### src/rtl/memory_arbiter.sv
// memory_arbiter
// Two-port round-robin arbiter and sequencer in front of the shared word memory.
// Port 0 is instruction fetch and port 1 is load/store. Only one transaction is
// in flight at a time. Out-of-range addresses are answered with an error
// response and never reach the memory.
//
//  state | meaning
//  ------+---------------------------------------------------------------
//  IDLE  | no transaction; arbitrate and latch the winning request
//  ISSUE | one cycle; read or write strobe driven from latched registers
//  WAIT  | read strobe held (reads only) until the memory responds
//  DONE  | one cycle; response/error/read data presented to granted port

module memory_arbiter #(
    parameter int unsigned MEMORY_SIZE = 4096
) (
    input  logic        clk,
    input  logic        rst,

    input  logic        p0_read,
    input  logic        p0_write,
    input  logic [31:0] p0_address,
    input  logic [31:0] p0_write_data,
    output logic [31:0] p0_read_data,
    output logic        p0_response,
    output logic        p0_error,

    input  logic        p1_read,
    input  logic        p1_write,
    input  logic [31:0] p1_address,
    input  logic [31:0] p1_write_data,
    output logic [31:0] p1_read_data,
    output logic        p1_response,
    output logic        p1_error,

    output logic        mem_read,
    output logic        mem_write,
    output logic [31:0] mem_address,
    output logic [31:0] mem_write_data,
    input  logic [31:0] mem_read_data,
    input  logic        mem_response,

    output logic        busy
);

    typedef enum logic [1:0] {
        IDLE  = 2'd0,
        ISSUE = 2'd1,
        WAIT  = 2'd2,
        DONE  = 2'd3
    } state_t;

    state_t      state;
    state_t      state_next;

    // Port id of the most recent grant; the other port wins the next tie.
    logic        last_grant;

    // Latched transaction
    logic        grant_q;
    logic        op_write_q;
    logic        err_q;
    logic [31:0] addr_q;
    logic [31:0] wdata_q;
    logic [31:0] rdata_q;

    // Arbitration results for the current cycle
    logic        p0_req;
    logic        p1_req;
    logic        req_any;
    logic        grant_sel;
    logic        sel_write;
    logic [31:0] sel_addr;
    logic [31:0] sel_wdata;
    logic        sel_err;

    assign p0_req  = p0_read | p0_write;
    assign p1_req  = p1_read | p1_write;
    assign req_any = p0_req | p1_req;

    // Round-robin pick and mux of the winning request fields
    always_comb begin
        grant_sel = 1'b0;
        if (p0_req && p1_req) begin
            grant_sel = ~last_grant;
        end else if (p1_req) begin
            grant_sel = 1'b1;
        end

        if (grant_sel) begin
            sel_write = p1_write;
            sel_addr  = p1_address;
            sel_wdata = p1_write_data;
        end else begin
            sel_write = p0_write;
            sel_addr  = p0_address;
            sel_wdata = p0_write_data;
        end

        // Full 32-bit compare so high address bits cannot alias into range.
        sel_err = (sel_addr >= 32'(MEMORY_SIZE));
    end

    // State register
    always_ff @(posedge clk or posedge rst) begin
        if (rst) begin
            state <= IDLE;
        end else begin
            state <= state_next;
        end
    end

    // Next-state logic
    always_comb begin
        state_next = state;
        case (state)
            IDLE: begin
                if (req_any) begin
                    state_next = sel_err ? DONE : ISSUE;
                end
            end
            ISSUE: begin
                state_next = WAIT;
            end
            WAIT: begin
                if (mem_response) begin
                    state_next = DONE;
                end
            end
            DONE: begin
                state_next = IDLE;
            end
            default: begin
                state_next = IDLE;
            end
        endcase
    end

    // Request latch, grant history and read-data capture
    always_ff @(posedge clk or posedge rst) begin
        if (rst) begin
            last_grant <= 1'b1;
            grant_q    <= 1'b0;
            op_write_q <= 1'b0;
            err_q      <= 1'b0;
            addr_q     <= 32'h0;
            wdata_q    <= 32'h0;
            rdata_q    <= 32'h0;
        end else begin
            case (state)
                IDLE: begin
                    if (req_any) begin
                        last_grant <= grant_sel;
                        grant_q    <= grant_sel;
                        // Write takes precedence when both strobes are raised.
                        op_write_q <= sel_write;
                        err_q      <= sel_err;
                        addr_q     <= {sel_addr[31:2], 2'b00};
                        wdata_q    <= sel_wdata;
                        rdata_q    <= 32'h0;
                    end
                end
                WAIT: begin
                    if (mem_response) begin
                        rdata_q <= op_write_q ? 32'h0 : mem_read_data;
                    end
                end
                default: begin
                end
            endcase
        end
    end

    assign mem_address    = addr_q;
    assign mem_write_data = wdata_q;

    // Strobes, busy and per-port responses decoded from state
    always_comb begin
        mem_read     = 1'b0;
        mem_write    = 1'b0;
        busy         = (state != IDLE);
        p0_response  = 1'b0;
        p0_error     = 1'b0;
        p0_read_data = 32'h0;
        p1_response  = 1'b0;
        p1_error     = 1'b0;
        p1_read_data = 32'h0;
        case (state)
            ISSUE: begin
                mem_read  = ~op_write_q;
                mem_write = op_write_q;
            end
            WAIT: begin
                // Keep the read strobe up so combinational read data stays valid.
                mem_read = ~op_write_q;
            end
            DONE: begin
                if (grant_q) begin
                    p1_response  = 1'b1;
                    p1_error     = err_q;
                    p1_read_data = err_q ? 32'h0 : rdata_q;
                end else begin
                    p0_response  = 1'b1;
                    p0_error     = err_q;
                    p0_read_data = err_q ? 32'h0 : rdata_q;
                end
            end
            default: begin
            end
        endcase
    end

endmodule

### config.mk
export PLATFORM = sky130hd
export DESIGN_NAME = memory_arbiter
export DESIGN_NICKNAME = d
export VERILOG_FILES = /design/src/rtl/memory_arbiter.sv
export SDC_FILE = /design/constraint.sdc
export NUM_CORES = 1
export LEC_CHECK = 0
export CAP_MARGIN = 0
export CORE_AREA = 2 2 118 120
export DETAILED_ROUTE_END_ITERATION = 10
export DIE_AREA = 0 0 120 122
export PLACE_DENSITY = 0.86
export SLEW_MARGIN = 10
export SYNTH_ARGS = -nofsm -noshare
export SYNTH_HDL_FRONTEND = slang
export SYNTH_SLANG_ARGS = --single-unit
### constraint.sdc
create_clock -name clk -period 5.2 [get_ports clk]
set_input_delay 0.52 -clock clk [delete_from_list [all_inputs] [get_ports clk]]
set_output_delay 0.52 -clock clk [all_outputs]
set_load 0.005 [all_outputs]
==> metrics <==
Critical Path End=p0_read_data[3]; Die ar.=14640 sq um; Critical Path RT=4.68 ns; Final Cell Area=8421 sq um; chip width=120 microns; io pins=302; Crit Reg-Reg Startpoint=state[0]; PwrDens=428.0 nW/um^2; Cells after Synth=549; Post-CTS Setup Inserts=0; cell mode on critical path=nor2b_1; maximum VDD drop=0.2589 mV; Largest delay share family, worst path=buffers and inverters; Root Buffer Master=clkbuf_16; Yosys cell types=30; total core area=13500 sq um; clk_lat worst skew=0.34 ns; status=complete, no violations; FFs w/ async S/R, synth=100.0%; antenna viol nets, final=0; Longest Clk Path Bufs=2; Worst setup SP type=flip-flop; Via-to-Cell Ratio=4.754; first-pass GRT wire length=24840 microns; Placed Area=8138 sq um; largest stage delay on the critical path=0.53 ns; wire per inst=15.54 microns; YS warnings=0; via count of the routed design=4797; crit path DAT=2.27 ns; crit path cell chain=ha_1 -> nor2b_1 -> nor2b_1 -> buf_4 -> and2_1 -> clkdlybuf4s50_1; R2R Path End=state[1]; number of synthesized flops with an enable pin=0; Initial Utilization=37.59%; final hold violations=0; Syn Std Cell Area=5076 sq um; Final #Nets=995; Fin Setup TNS=0 ns; # H-tree levels=3; HP Start=mem_address[13]; CTS Buf Count=9; DRC=0; area share of the largest cell type after synthesis=48.80%; final setup vio count=0; Setup crit end kind=output pin; critical setup path kind=reg2out; Pwr Total=3604 uW; Syn-to-layout area delta=65.89%; Critical Path Source=state[0]; Worst Max-Slew Pin Slew=1.112 ns; Reg clk slew, reported paths=0.07 ns; Slew Limit Fails=0; minimum clock period=2.790 ns; total grt overflow=0; TritonCTS Sinks=100; Iteration-0 DRC Markers=250; Synth Flop Type=dfrtp_1; CP Max Fanout=32; post-synthesis sequential area ratio=49.32%; max-cap violations=0; fillers=1141; CTS tree=yes; period utilisation layout=53.65%; initial antenna violation count=1; Final Wtd Congestion=0.8058; final non-filler cell total=1009; cell count after placement=993; ant diodes=0; largest net degree at the start of global routing=128; unrepaired setup endpoints after global routing=no; Syn Area/Cell=9.246 sq um; PortBufs=295; final wirelength=15680 microns; Fin Clk Skew=0.01378 ns; vias in the first global route=4768; crit path buf inv count=2; GRT Util Overall=21.52%; cts hold-fix bufs=0; hpwl dp=11830 microns; post-synth top area cell=dfrtp_1; layout cells sized above 1=3.378%; Peak Freq=358.4 MHz; DIE HEIGHT=122 microns; Hold WC Path Type=reg2reg; Slew headroom=25.85%; site row count=43; Yosys reg bits=100; worst reg2reg path depth=5; slowest CP cell=clkdlybuf4s50_1; post-CTS sizing=0; R2R setup slack=3.07 ns; P_leak=0.003577 uW; CP Depth=6; largest cells by area after synthesis=dfrtp_1, mux2i_1, o21ai_0; DRT Pass-1 Iters=4
[cells in the final DEF, fill, tap and decap left out, drive strengths merged, types with 2 or more instances in the layout]
cell type,instances
dfrtp,99
conb,2
nand2,131
a21oi,5
o21ai,99
and2,67
nor3,4
nand4,2
nor2,6
inv,4
o211ai,2
mux2i,63
clkinvlp,3
ha,4
clkbuf,13
clkdlybuf4s50,295
nor2b,7
nor4,7
o21a,2
buf,6
[worst register-to-register path, stage by stage (launching register included)]
cell and delay, ns:
dfrtp_1 0.41, inv_1 0.09, ha_1 0.29, nand2_4 0.60, a21oi_1 0.48, a31oi_1 0.12
[cell type report]
class,count,area (sq um),area share [%]
inverters,4,17.52,0.2080
multi-input cells,408,2381,28.28
clock inverters,3,22.52,0.2675
clock buffers,13,260.3,3.091
flip-flops and latches,100,2504,29.73
well taps,180,225.2,2.675
repair buffers,301,3010,35.75
[where the power goes]
| group | internal [uW] | switching, uW | leakage, uW | total, uW |
|---|---|---|---|---|
| clock | 352 | 287 | 0.000128 | 639 |
| sequential | 1130 | 211 | 0.00127 | 1340 |
| combinational | 853 | 767 | 0.00218 | 1620 |
| total | 2340 | 1270 | 0.00358 | 3600 |
[cell usage after synthesis (4+ instances only)]
master    number
inv_1          4
mux2i_1       63
o21ai_0       99
dfrtp_1       99
nor4_1         7
ha_1           4
nor2_1         6
nand2_1      130
nor3_1         4
nor2b_1        7
a21oi_1        5
buf_2         10
buf_4         11
and2_1        67
clkbuf_1      15
[registers in the layout, indices dropped and copies added (netlist names)]
signal / flops
grant_q: 1
state: 2
last_grant: 1
rdata_q: 32
op_write_q: 1
err_q: 1
mem_address: 30
mem_write_data: 32
[layer usage]
metal  vias to the layer above  wire (microns)  share of wire (%)  global-route usage [%]
li1                       2387               -                  -                       -
met1                      2180            6044                 39                   24.34
met2                       207            7668                 49                   37.54
met3                        21            1659                 11                   8.427
met4                         2             292                1.9                   6.544
met5                         -              13              0.083                       0
[kinds of logic after synthesis]
family                   after synthesis  synth area share (%)
AO/OA/AOI/OAI                        110                 11.41
adder cells (fa/ha/maj)                4                0.9860
buffers and inverters                 42                 4.215
flip-flops                           100                 49.32
multiplexers                          63                 12.42
other                                  1               0.07388
AND/OR/NAND/NOR                      229                 21.57
[how the worst min path moves through the flow]
stage                          to  slack, ns  depth (start not counted)
2_1_floorplan          rdata_q[0]       0.45                          2
3_3_place_gp       mem_address[7]       0.46                          2
3_5_place_dp      mem_address[13]       0.47                          2
4_1_cts           mem_address[13]       0.49                          2
5_1_grt        mem_write_data[31]       0.50                          2
6_report          mem_address[13]       0.48                          2
[per-stage QoR]
step / hold slack [ns] / util, % / worst slack (ns)
after floorplan: 0.4546 / - / 2.063
after global placement: 0.4606 / 60.26 / 2.231
after detailed placement: 0.4700 / 60.26 / 2.200
after CTS: 0.4853 / 62.36 / 2.375
after global routing: 0.5001 / 62.36 / 2.230
final: 0.4759 / 62.36 / 2.410
(Power assumes the default switching activity.)
